`config.mk`:
```
export PLATFORM = sky130hd
export DESIGN_NAME = fpu_addsub
export DESIGN_NICKNAME = d
export VERILOG_FILES = /design/src/rtl/fpu_pkg.sv /design/src/rtl/fpu_round.sv /design/src/rtl/fpu_addsub.sv
export SDC_FILE = /design/constraint.sdc
export NUM_CORES = 1
export LEC_CHECK = 0
export BUFFER_PORTS_ARGS = -buffer_cell sky130_fd_sc_hd__buf_2
export CORE_UTILIZATION = 60
export CTS_CLUSTER_SIZE = 20
export DETAILED_ROUTE_END_ITERATION = 10
export GPL_TIMING_DRIVEN = 0
export PLACE_DENSITY = 0.79
export SLEW_MARGIN = 10
export SYNTH_ARGS = -nofsm -noshare
export SYNTH_HDL_FRONTEND = slang
export SYNTH_SLANG_ARGS = --single-unit
```
`constraint.sdc`:
```
create_clock -name clock -period 7.6 [get_ports clock]
set_clock_uncertainty 0.1 [all_clocks]
set_input_delay 1.14 -clock clock [delete_from_list [all_inputs] [get_ports clock]]
set_output_delay 1.14 -clock clock [all_outputs]
set_load 0.02 [all_outputs]
```
`src/rtl/fpu_pkg.sv`:
```
// Shared types, flag positions, command codes and special-value patterns for the fpu
// execution units.
package fpu_pkg;

    typedef enum logic [2:0] {
        StIdle,
        StUnpack,
        StAlign,
        StAdd,
        StNorm,
        StRound,
        StDone
    } state_e;

    localparam int unsigned FlagInvalid   = 3;
    localparam int unsigned FlagOverflow  = 2;
    localparam int unsigned FlagUnderflow = 1;
    localparam int unsigned FlagInexact   = 0;

    localparam logic [3:0] CmdAdd = 4'h1;
    localparam logic [3:0] CmdSub = 4'h2;

    // Patterns are built 64 bits wide; callers keep the low 1+exp_w+man_w bits.
    function automatic logic [63:0] qnan_pat(input int unsigned exp_w, input int unsigned man_w);
        return (((64'd1 << exp_w) - 64'd1) << man_w) | (64'd1 << (man_w - 1));
    endfunction

    function automatic logic [63:0] inf_pat(input logic sign, input int unsigned exp_w,
                                            input int unsigned man_w);
        return (64'(sign) << (exp_w + man_w)) | (((64'd1 << exp_w) - 64'd1) << man_w);
    endfunction

    function automatic logic [63:0] zero_pat(input logic sign, input int unsigned exp_w,
                                             input int unsigned man_w);
        return 64'(sign) << (exp_w + man_w);
    endfunction

    function automatic logic [3:0] mk_flags(input logic inv, input logic ovf, input logic unf,
                                            input logic inx);
        logic [3:0] f;
        f                = '0;
        f[FlagInvalid]   = inv;
        f[FlagOverflow]  = ovf;
        f[FlagUnderflow] = unf;
        f[FlagInexact]   = inx;
        return f;
    endfunction

endpackage

```
`src/rtl/fpu_round.sv`:
```
// Round-to-nearest-even on a normalised mantissa with guard/round/sticky bits.
module fpu_round
    import fpu_pkg::*;
#(
    parameter int unsigned EXP_W = 8,
    parameter int unsigned MAN_W = 23
) (
    input  logic                    [MAN_W:0]   man,
    input  logic                                guard,
    input  logic                                round,
    input  logic                                sticky,
    input  logic signed             [EXP_W+1:0] exp,
    output logic                    [MAN_W-1:0] frac,
    output logic                    [EXP_W-1:0] exp_out,
    output logic                                overflow,
    output logic                                inexact
);
    localparam int unsigned EW = EXP_W + 2;
    localparam logic signed [EW-1:0] ExpOne = EW'(1);
    localparam logic signed [EW-1:0] ExpMax = EW'((1 << EXP_W) - 1);

    logic                 round_up;
    logic [MAN_W+1:0]     man_rnd;
    logic signed [EW-1:0] exp_rnd;

    always_comb begin
        inexact  = guard | round | sticky;
        round_up = guard & (round | sticky | man[0]);
        man_rnd  = {1'b0, man} + {{(MAN_W + 1){1'b0}}, round_up};
        // Rounding 1.11..1 up carries into a new leading bit.
        if (man_rnd[MAN_W+1]) begin
            frac    = man_rnd[MAN_W:1];
            exp_rnd = exp + ExpOne;
        end else begin
            frac    = man_rnd[MAN_W-1:0];
            exp_rnd = exp;
        end
        overflow = exp_rnd >= ExpMax;
        exp_out  = exp_rnd[EXP_W-1:0];
    end

endmodule

```
`src/rtl/fpu_addsub.sv`:
```
// Multi-cycle parametrised floating-point add/subtract unit with ready/ack handshakes,
// denormal flush, special-value handling and round-to-nearest-even.
module fpu_addsub
    import fpu_pkg::*;
#(
    parameter int unsigned EXP_W = 8,
    parameter int unsigned MAN_W = 23
) (
    input  logic                   clock,
    input  logic                   reset,
    input  logic                   input_rdy,
    output logic                   input_ack,
    input  logic [EXP_W+MAN_W:0]   data_a,
    input  logic [EXP_W+MAN_W:0]   data_b,
    input  logic                   sub,
    output logic                   output_rdy,
    input  logic                   output_ack,
    output logic [EXP_W+MAN_W:0]   result,
    output logic [3:0]             flags
);
    localparam int unsigned W  = 1 + EXP_W + MAN_W;
    localparam int unsigned EW = EXP_W + 2;
    localparam int unsigned MW = MAN_W + 4;
    localparam int unsigned SW = MAN_W + 5;
    localparam logic signed [EW-1:0] ExpOne   = EW'(1);
    localparam logic        [EW-1:0] MaxShift = EW'(MAN_W + 3);
    localparam logic [63:0] QnanW = qnan_pat(EXP_W, MAN_W);
    localparam logic [63:0] InfW  = inf_pat(1'b0, EXP_W, MAN_W);
    localparam logic [63:0] ZeroW = zero_pat(1'b0, EXP_W, MAN_W);

    state_e               state_q, state_d;
    logic [W-1:0]         op_a_q, op_b_q, result_q;
    logic [3:0]           flags_q;
    logic                 sign_a_q, sign_b_q, special_q;
    logic signed [EW-1:0] exp_a_q, exp_b_q;
    logic [MW-1:0]        man_a_q, man_b_q;
    logic [SW-1:0]        sum_q;

    logic [EXP_W-1:0] ea, eb;
    logic [MAN_W-1:0] fa, fb;
    logic             a_zero, b_zero, a_inf, b_inf, a_nan, b_nan, swap, is_special;
    logic [W-1:0]     spec_result;
    logic [3:0]       spec_flags;
    logic [MW-1:0]    man_a_u, man_b_u;

    assign ea = op_a_q[W-2:MAN_W];
    assign eb = op_b_q[W-2:MAN_W];
    assign fa = op_a_q[MAN_W-1:0];
    assign fb = op_b_q[MAN_W-1:0];

    always_comb begin
        a_zero  = (ea == '0);
        b_zero  = (eb == '0);
        a_inf   = (&ea) && (fa == '0);
        b_inf   = (&eb) && (fb == '0);
        a_nan   = (&ea) && (fa != '0);
        b_nan   = (&eb) && (fb != '0);
        swap    = op_b_q[W-2:0] > op_a_q[W-2:0];
        man_a_u = a_zero ? '0 : {1'b1, fa, 3'b000};
        man_b_u = b_zero ? '0 : {1'b1, fb, 3'b000};
        is_special  = 1'b1;
        spec_result = '0;
        spec_flags  = '0;
        if (a_nan || b_nan) begin
            spec_result = QnanW[W-1:0];
        end else if (a_inf && b_inf && (op_a_q[W-1] != op_b_q[W-1])) begin
            spec_result = QnanW[W-1:0];
            spec_flags  = mk_flags(1'b1, 1'b0, 1'b0, 1'b0);
        end else if (a_inf) begin
            spec_result = {op_a_q[W-1], InfW[W-2:0]};
        end else if (b_inf) begin
            spec_result = {op_b_q[W-1], InfW[W-2:0]};
        end else if (a_zero && b_zero) begin
            spec_result = {op_a_q[W-1] & op_b_q[W-1], ZeroW[W-2:0]};
        end else begin
            is_special = 1'b0;
        end
    end

    logic [EW-1:0] diff;
    logic [MW-1:0] shifted, lost_mask, aligned;
    logic [SW-1:0] sum;
    logic          carry, hidden, exp_min;

    always_comb begin
        diff      = exp_a_q - exp_b_q;
        shifted   = man_b_q >> diff;
        lost_mask = ~({MW{1'b1}} << diff);
        if (diff >= MaxShift) begin
            aligned = {{(MW - 1){1'b0}}, |man_b_q};
        end else begin
            aligned = {shifted[MW-1:1], shifted[0] | (|(man_b_q & lost_mask))};
        end
        // The swap guarantees |A| >= |B|, so the difference never goes negative.
        sum     = (sign_a_q == sign_b_q) ? {1'b0, man_a_q} + {1'b0, man_b_q}
                                         : {1'b0, man_a_q} - {1'b0, man_b_q};
        carry   = sum_q[SW-1];
        hidden  = sum_q[SW-2];
        exp_min = (exp_a_q == ExpOne);
    end

    logic [MAN_W-1:0] rnd_frac;
    logic [EXP_W-1:0] rnd_exp;
    logic             rnd_ovf, rnd_inexact;

    fpu_round #(
        .EXP_W (EXP_W),
        .MAN_W (MAN_W)
    ) u_round (
        .man      (sum_q[SW-2:3]),
        .guard    (sum_q[2]),
        .round    (sum_q[1]),
        .sticky   (sum_q[0]),
        .exp      (exp_a_q),
        .frac     (rnd_frac),
        .exp_out  (rnd_exp),
        .overflow (rnd_ovf),
        .inexact  (rnd_inexact)
    );

    always_ff @(posedge clock or posedge reset) begin
        if (reset) state_q <= StIdle;
        else       state_q <= state_d;
    end

    always_comb begin
        state_d = state_q;
        unique case (state_q)
            StIdle:   if (input_rdy) state_d = StUnpack;
            StUnpack: state_d = StAlign;
            // Special operands are classified in UNPACK and leave from here.
            StAlign:  state_d = special_q ? StDone : StAdd;
            StAdd:    state_d = (sum == '0) ? StDone : StNorm;
            StNorm: begin
                if (carry || hidden) state_d = StRound;
                else if (exp_min)    state_d = StDone;
            end
            StRound:  state_d = StDone;
            StDone:   if (output_ack) state_d = StIdle;
            default:  state_d = StIdle;
        endcase
    end

    always_comb begin
        input_ack  = (state_q == StIdle);
        output_rdy = (state_q == StDone);
        result     = result_q;
        flags      = flags_q;
    end

    always_ff @(posedge clock or posedge reset) begin
        if (reset) begin
            op_a_q    <= '0;
            op_b_q    <= '0;
            result_q  <= '0;
            flags_q   <= '0;
            sign_a_q  <= 1'b0;
            sign_b_q  <= 1'b0;
            special_q <= 1'b0;
            exp_a_q   <= '0;
            exp_b_q   <= '0;
            man_a_q   <= '0;
            man_b_q   <= '0;
            sum_q     <= '0;
        end else begin
            unique case (state_q)
                StIdle: if (input_rdy) begin
                    op_a_q <= data_a;
                    op_b_q <= {data_b[W-1] ^ sub, data_b[W-2:0]};
                end
                StUnpack: begin
                    special_q <= is_special;
                    if (is_special) begin
                        result_q <= spec_result;
                        flags_q  <= spec_flags;
                    end
                    sign_a_q <= swap ? op_b_q[W-1] : op_a_q[W-1];
                    sign_b_q <= swap ? op_a_q[W-1] : op_b_q[W-1];
                    exp_a_q  <= swap ? {2'b00, eb} : {2'b00, ea};
                    exp_b_q  <= swap ? {2'b00, ea} : {2'b00, eb};
                    man_a_q  <= swap ? man_b_u : man_a_u;
                    man_b_q  <= swap ? man_a_u : man_b_u;
                end
                StAlign: if (!special_q) man_b_q <= aligned;
                StAdd: begin
                    sum_q <= sum;
                    if (sum == '0) begin
                        result_q <= '0;
                        flags_q  <= '0;
                    end
                end
                StNorm: begin
                    if (carry) begin
                        sum_q   <= {1'b0, sum_q[SW-1:2], sum_q[1] | sum_q[0]};
                        exp_a_q <= exp_a_q + ExpOne;
                    end else if (!hidden && exp_min) begin
                        result_q <= {sign_a_q, ZeroW[W-2:0]};
                        flags_q  <= mk_flags(1'b0, 1'b0, 1'b1, 1'b1);
                    end else if (!hidden) begin
                        sum_q   <= {sum_q[SW-2:0], 1'b0};
                        exp_a_q <= exp_a_q - ExpOne;
                    end
                end
                StRound: begin
                    if (rnd_ovf) begin
                        result_q <= {sign_a_q, InfW[W-2:0]};
                        flags_q  <= mk_flags(1'b0, 1'b1, 1'b0, 1'b1);
                    end else begin
                        result_q <= {sign_a_q, rnd_exp, rnd_frac};
                        flags_q  <= mk_flags(1'b0, 1'b0, 1'b0, rnd_inexact);
                    end
                end
                StDone: ;
                default: ;
            endcase
        end
    end

endmodule

```
==> results of run 1 <==
[power groups by stage]
stage | clock, uW | sequential, uW | combinational, uW
2_1_floorplan | 0 | 1100 | 16.9
3_3_place_gp | 0 | 1100 | 39.6
3_5_place_dp | 0 | 1100 | 42.6
4_1_cts | 1070 | 1080 | 42.8
5_1_grt | 1120 | 1080 | 47.7
6_report | 1070 | 1080 | 41.4
[per-layer routing]
metal	wire, um	track usage
met4	1810	0.141
met3	5350	0.0621
met2	23200	0.608
met1	21700	0.559
met5	0	0
[state kept, by name, indices dropped and copies added (netlist names), 3 cells and up]
name,flops
op_a_q,32
flags,4
sum_q,28
exp_b_q,8
op_b_q,32
state_q,3
man_a_q,24
result,32
exp_a_q,10
man_b_q,27
[worst reg2reg max path: stages (launching register included)]
cell and delay [ns]:
dfrtp_1 0.47, xor2_1 0.56, clkbuf_1 0.44, o31ai_1 0.17
xnor2_1 0.17, ha_1 0.26, fa_1 0.44, a211oi_1 0.32
o21ai_0 0.28, o21ai_0 0.63, a21oi_1 0.18, xor2_1 0.19
or4_1 0.53, nor4_1 0.36, a41oi_1 0.24, or2_1 0.28
buf_6 0.15, buf_6 0.15, mux2_4 0.30
[cells by family after synthesis]
| group | synth area share |
|---|---|
| mux | 0.0766 |
| flops | 0.331 |
| fa+ha+maj | 0.0595 |
| xor+xnor | 0.0491 |
| buf+inv | 0.0529 |
| simple gates | 0.196 |
| compound gates | 0.235 |
[placed cells by master (no fill, tap or decap), types with 13 or more instances in the layout]
cell	instances
a211oi_1	36
a21o_1	32
a21oi_1	129
a22o_1	14
a22oi_1	13
a31oi_1	39
buf_1	16
buf_2	109
clkbuf_1	125
clkbuf_16	23
dfrtp_1	203
ha_1	69
inv_1	66
mux2_2	47
mux2i_1	45
nand2_1	249
nand3_1	40
nand4_1	21
nor2_1	164
nor2b_1	13
nor3_1	36
nor3b_1	21
nor4_1	28
o211ai_1	13
o21a_1	18
o21ai_0	177
xnor2_1	47
xor2_1	39
[stage by stage]
stage	power, uW	utilization	hold WS [ns]	setup TNS [ns]
global route	2240	0.678	0.405	0
global placement	1140	0.648	0.365	-274.92
detailed placement	1140	0.650	0.370	0
CTS	2190	0.678	0.383	0
finish	2190	0.678	0.383	0
floorplan	1120	-	0.350	0
[layout make-up]
class / instances / area [um2] / share of cell area
Clock inverter: 1 / 8.76 / 0.000515
Sequential cell: 203 / 5080 / 0.298
Inverter: 68 / 263 / 0.0154
Buffer: 139 / 556 / 0.0326
Timing Repair Buffer: 107 / 558 / 0.0328
Tap cell: 330 / 413 / 0.0243
Clock buffer: 38 / 692 / 0.0407
Multi-Input combinational cell: 1475 / 9450 / 0.555
[how the worst max path moves through the flow]
stage | from | end | slack (ns) | cells past startpoint
final | sign_a_q$_DFFE_PP0P_ | result[22]$_DFFE_PP0P_ | 1.26 | 18
after CTS | sign_a_q$_DFFE_PP0P_ | result[22]$_DFFE_PP0P_ | 1.44 | 18
after floorplan | reset | exp_a_q[0]$_DFFE_PP0P_ | 0.82 | 1
after global routing | sign_a_q$_DFFE_PP0P_ | result[22]$_DFFE_PP0P_ | 1.01 | 18
after global placement | reset | man_b_q[18]$_DFFE_PP0P_ | -1.37 | 2
after detailed placement | sign_a_q$_DFFE_PP0P_ | result[22]$_DFFE_PP0P_ | 1.47 | 18
==> results.txt, run 1 <==
Crit path time final -> 6.34 ns
Finished Cell Area -> 0.0170 mm2
FF-to-FF path depth -> 18
Launching point of the worst reg2reg path -> sign_a_q$_DFFE_PP0P_
P_sw -> 483 uW
Power density over cell area -> 129 mW/mm2
Port bufs -> 106
# clock sinks -> 203
Routed WL -> 52.1 mm
Crit path cell chain -> xor2_1, clkbuf_1, o31ai_1, xnor2_1, ha_1, fa_1, a211oi_1, o21ai_0, o21ai_0, a21oi_1, xor2_1, or4_1, nor4_1, a41oi_1, or2_1, buf_6, buf_6, mux2_4
Finished Layout Cells -> 2361
Sequential share of power -> 0.493
Top cells by count, synth -> 249 x nand2_1, 203 x dfrtp_1, 177 x o21ai_0
Gr ovfl total -> 0
RSZ-0062 raised after global routing -> false
Max incr delay on CP -> 0.63 ns
Number of synthesized flops with an enable pin -> 0
CP required -> 7.90 ns
FP Rows -> 58
Synthesized netlist net count -> 2025
Fill count -> 2180
Final Hold Viols -> 0
Flop2flop setup slack -> 1.26 ns
Setup crit end kind -> flip-flop
Worst hold stages -> 1
Clk pwr share -> 0.488
Avg Cell Area, Syn -> 8.14 um2
Antenna cell count -> 0
First-pass GRT wire length -> 80.6 mm
HPWL after detailed placement -> 39.7 mm
CP Class -> flip-flop to flip-flop
Peak supply drop -> 221 uV
Top Family by Delay on Critical Path -> compound AO/OA/AOI/OAI gates
Static leakage -> 0.00831 uW
Via density -> 6.63
Root Buffer -> clkbuf_16
Peak Freq -> 158 MHz
CTS hold repair buffers -> 0
Placed cells -> 2322
Post-synth top flop -> dfrtp_1
Tot GR Track Use -> 0.394
DR DRC count -> 0
Die Area -> 0.0262 mm2
Max Slew Vio Count -> 0
Die extent in x -> 162 um
Synth-to-Final Area Change -> 10.9%
Worst endpoint data arrival time -> 6.65 ns
Worst Tran Pin Value -> 1.10 ns
Post-synthesis sequential area ratio -> 0.331
CTS max path bufs -> 3
Nets -> 2157
Final worst path period share -> 0.835
Most frequent cell after synthesis -> nand2_1
Syn. warnings -> 0
Post-Place Cell Area -> 0.0163 mm2
CP max-delay cell -> o21ai_0
Status -> finished, final reports clean
Max cap viols -> 0
Mapped Cells -> 1885
Hold path start -> flags[2]$_DFFE_PP0P_
Core area -> 0.0251 mm2
Post-cts gate resize count -> 0
Final setup vio count -> 0
Post-route ant nets -> 0
# Post-CTS Setup Buffers -> 0
Worst r2r dst -> result[22]$_DFFE_PP0P_
CP bufs+invs -> 3
Switching Fraction -> 0.220
Pre-antenna DRT Iters -> 7
Top cells by area, synth -> dfrtp_1 33%, nand2_1 6.1%, o21ai_0 5.8%
Setup WS post-layout -> 1.26 ns
CP Launch Type -> flip-flop
Largest net degree at the start of global routing -> 112
Crit Path Max Fanout -> 10
WL per Instance -> 22.1 um
Initial antenna violation count -> 0
Yosys reg bits -> 203
Vias -> 15700
Clock slew at reported path FFs -> 0.06 ns
Max-slew headroom -> 0.264
Hold Path End -> flags[2]$_DFFE_PP0P_
Comb power frac -> 0.019
Worst hold-check path type -> flip-flop to flip-flop
Asr flop ratio synth -> 1.00
CTS Buf Count -> 23
CTS tree -> built
Clk_lat worst skew -> 0.52 ns
Layout cells sized above 1 -> 0.107
Die Span Y -> 162 um
RD Place Congestion -> 1.01
First DRT Iteration DRCs -> 2031
H-tree levels -> 1
P_int -> 1710 uW
Yosys top cell by area -> dfrtp_1
Synth unique cells -> 81
Pre-CTS setup slack -> 1.47 ns
IO Count -> 107
Number of global-route vias before repair -> 14500
Post-Syn Area -> 0.0153 mm2
Starting Density -> 0.611
Yosys top cell area share -> 0.331
Note: power is estimated with default switching activity, not from simulation.
==> run 2: changes to the inputs <==
Settings changed: ABC_AREA set to 1, CORE_UTILIZATION 60 to 56, PLACE_DENSITY 0.79 to 0.78.
Clock period 7.6 ns to 5.18 ns, I/O delays scaled along.
==> run 2 against run 1 <==
Compared with the run above: count of clock-buffer cells in the layout down 9; sequential cell count is the same; first-iteration DRC count fell by 1.8%; synthesized area rose by 2.0%; largest cell class unchanged.
==> results.txt, run 2 <==
Crit path time final -> 4.84 ns (-1.50 ns)
DR DRC count -> 0 (unchanged)
Nets -> 2602 (+21%)
Core area -> 0.0272 mm2 (+8.2%)
Vias -> 17400 (+11%)
Crit Path Max Fanout -> 10 (unchanged)
Synth-to-Final Area Change -> 14.5%
Worst endpoint data arrival time -> 5.15 ns (-1.50 ns)
Peak Freq -> 207 MHz (+31%)
Post-synthesis xor/xnor area fraction -> 0.0425 (-0.00663)
CTS max path bufs -> 3 (unchanged)
RD Place Congestion -> 1.02 (+0.95%)
Final Hold Viols -> 0 (unchanged)
Die extent in x -> 169 um (+4.5%)
Finished Layout Cells -> 2851 (+21%)
Final worst path period share -> 0.935 (+0.0999)
CTS hold repair buffers -> 0 (unchanged)
Antenna cell count -> 0 (unchanged)
Yosys top cell by area -> dfrtp_1
FP Rows -> 60 (+3.4%)
Yosys top cell area share -> 0.325 (-0.00641)
Most frequent cell after synthesis -> nand2_1
Setup crit end kind -> flip-flop
CP max-delay cell -> dfrtp_2
Avg Cell Area, Syn -> 6.76 um2 (-17%)
Die Area -> 0.0286 mm2 (+9.1%)
CP Launch Type -> flip-flop
Post-synthesis sequential area ratio -> 0.325 (-0.00641)
HPWL after detailed placement -> 45.4 mm (+14%)
Synth Area in Adders -> 0.0578 (-0.00179)
Asr flop ratio synth -> 1.00 (unchanged)
FF-to-FF path depth -> 28 (+10)
Mux share of post-synthesis cell area -> 0 (-0.0766)
Post-Synth Simple-Gate Area -> 0.306 (+0.111)
Clock slew at reported path FFs -> 0.06 ns (about the same)
Most common cell after layout, fill and taps aside -> nand2_1
Fill count -> 2495 (+14%)
Synthesized netlist net count -> 2455 (+21%)
# clock sinks -> 203 (unchanged)
Max incr delay on CP -> 0.45 ns (-0.18 ns)
CP required -> 5.49 ns (-2.41 ns)
CTS Buf Count -> 24 (+4.3%)
IO Count -> 107 (unchanged)
Post-route ant nets -> 0 (unchanged)
Root Buffer -> clkbuf_16
Max Slew Vio Count -> 0 (unchanged)
Number of synthesized flops with an enable pin -> 0 (unchanged)
Flop2flop setup slack -> 0.34 ns (-0.92 ns)
Cell mode on critical path -> nand2_1
Syn. warnings -> 0 (unchanged)
Status -> finished, final reports clean
Max cap viols -> 0 (unchanged)
Initial antenna violation count -> 0 (unchanged)
Most frequent cells in the layout -> 612 x nand2_1, 211 x inv_1, 209 x o21ai_0
Synth unique cells -> 56 (-31%)
Launching point of the worst reg2reg path -> man_b_q[0]$_DFFE_PP0P_
Routed WL -> 57.4 mm (+10%)
Mapped Cells -> 2315 (+23%)
CTS tree -> built
H-tree levels -> 1 (unchanged)
First DRT Iteration DRCs -> 1995 (-1.8%)
Via density -> 6.12 (-7.8%)
Post-synth top flop -> dfrtp_1
Placed cells -> 2799 (+21%)
First-pass GRT wire length -> 89.4 mm (+11%)
Yosys reg bits -> 203 (unchanged)
Port bufs -> 106 (unchanged)
Worst Tran Pin Value -> 1.02 ns (-0.0779 ns)
Clk_lat worst skew -> 0.54 ns (+0.02 ns)
Post-Syn Area -> 0.0156 mm2 (+2.0%)
Starting Density -> 0.576 (-0.0353)
Max-slew headroom -> 0.317 (+0.0529)
Synth Area in Compound Gates -> 0.185 (-0.0506)
CP Class -> flip-flop to flip-flop
Layout cells sized above 1 -> 0.107 (-0.000438)
Top cells by area, synth -> dfrtp_1 32%, nand2_1 15%, o21ai_0 6.8%
WL per Instance -> 20.1 um (-8.7%)
Die Span Y -> 169 um (+4.5%)
Final setup vio count -> 0 (unchanged)
Worst r2r dst -> result[6]$_DFFE_PP0P_
Tot GR Track Use -> 0.405 (+0.0110)
Gr ovfl total -> 0 (unchanged)
Largest net degree at the start of global routing -> 38 (-66%)
Number of global-route vias before repair -> 16400 (+13%)
Worst hold-check path type -> input port to async pin
Pre-antenna DRT Iters -> 7 (unchanged)
Largest family of logic cells by synthesized area -> simple AND/OR/NAND/NOR gates
Top cells by count, synth -> 619 x nand2_1, 215 x inv_1, 215 x nor2_1
==> run 2: layer usage <==
layer / track usage / wire, um / vias to the layer above
li1: - / - / 8048
met1: 0.530 / 23400 / 8159
met2: 0.656 / 25800 / 1037
met3: 0.0669 / 5350 / 190
met4: 0.187 / 2830 / 0
met5: 0 / 0 / -
==> run 2: final cells by class <==
type	instances	area [um2]	area share
Tap cell	372	465	0.0260
Inverter	233	885	0.0494
Buffer	103	445	0.0249
Sequential cell	203	5080	0.284
Multi-Input combinational cell	1776	9420	0.526
Timing Repair Buffer	121	718	0.0401
Clock buffer	29	659	0.0368
Clock inverter	14	238	0.0133
==> run 2: repair_timing <==
action | 4_1_cts | 5_1_grt
gates resized for setup | 4 | 48
pin swaps | 0 | 14
buffers inserted | 0 | 9
setup endpoints to repair | 36 | 37
==> run 2: worst max-delay path: cells and delay by family, from the launching register on <==
| family | cells | cell delay [ns] |
|---|---|---|
| XOR/XNOR | 2 | 0.37 |
| AO/OA/AOI/OAI | 5 | 0.85 |
| AND/OR/NAND/NOR | 15 | 1.98 |
| buffers and inverters | 4 | 0.44 |
| adder cells (fa/ha/maj) | 2 | 0.50 |
| flip-flops | 1 | 0.45 |
==> run 2: kinds of logic after synthesis <==
kind of cell    count (synthesis)
xor+xnor                       75
fa+ha+maj                      71
buf+inv                       336
compound gates                509
simple gates                 1121
flops                         203
==> run 2: worst max path at each step <==
stage	startpoint	depth (start not counted)	endpoint
2_1_floorplan	man_b_q[1]$_DFFE_PP0P_	32	result[10]$_DFFE_PP0P_
3_3_place_gp	man_b_q[1]$_DFFE_PP0P_	32	result[8]$_DFFE_PP0P_
3_5_place_dp	man_b_q[1]$_DFFE_PP0P_	32	result[6]$_DFFE_PP0P_
4_1_cts	man_b_q[1]$_DFFE_PP0P_	32	result[6]$_DFFE_PP0P_
5_1_grt	man_b_q[2]$_DFFE_PP0P_	28	result[6]$_DFFE_PP0P_
6_report	man_b_q[0]$_DFFE_PP0P_	28	result[6]$_DFFE_PP0P_
==> run 2: per-stage QoR <==
step | worst slack, ns | hold WS (ns) | cell area, um2 | util | setup TNS (ns)
global placement | -0.267 | 0.349 | 16600 | 0.612 | -6.45
floorplan | 0.959 | 0.357 | 15600 | - | 0
CTS | 0.00278 | 0.136 | 17700 | 0.651 | 0
global route | -0.0123 | 0.155 | 17900 | 0.659 | -0.0286
finish | 0.339 | 0.133 | 17900 | 0.659 | 0
detailed placement | -0.291 | 0.353 | 16800 | 0.617 | -6.71
Power of run 2 is not shown: default switching activity piles up to over one toggle a cycle in this logic, so the estimate is an artifact.
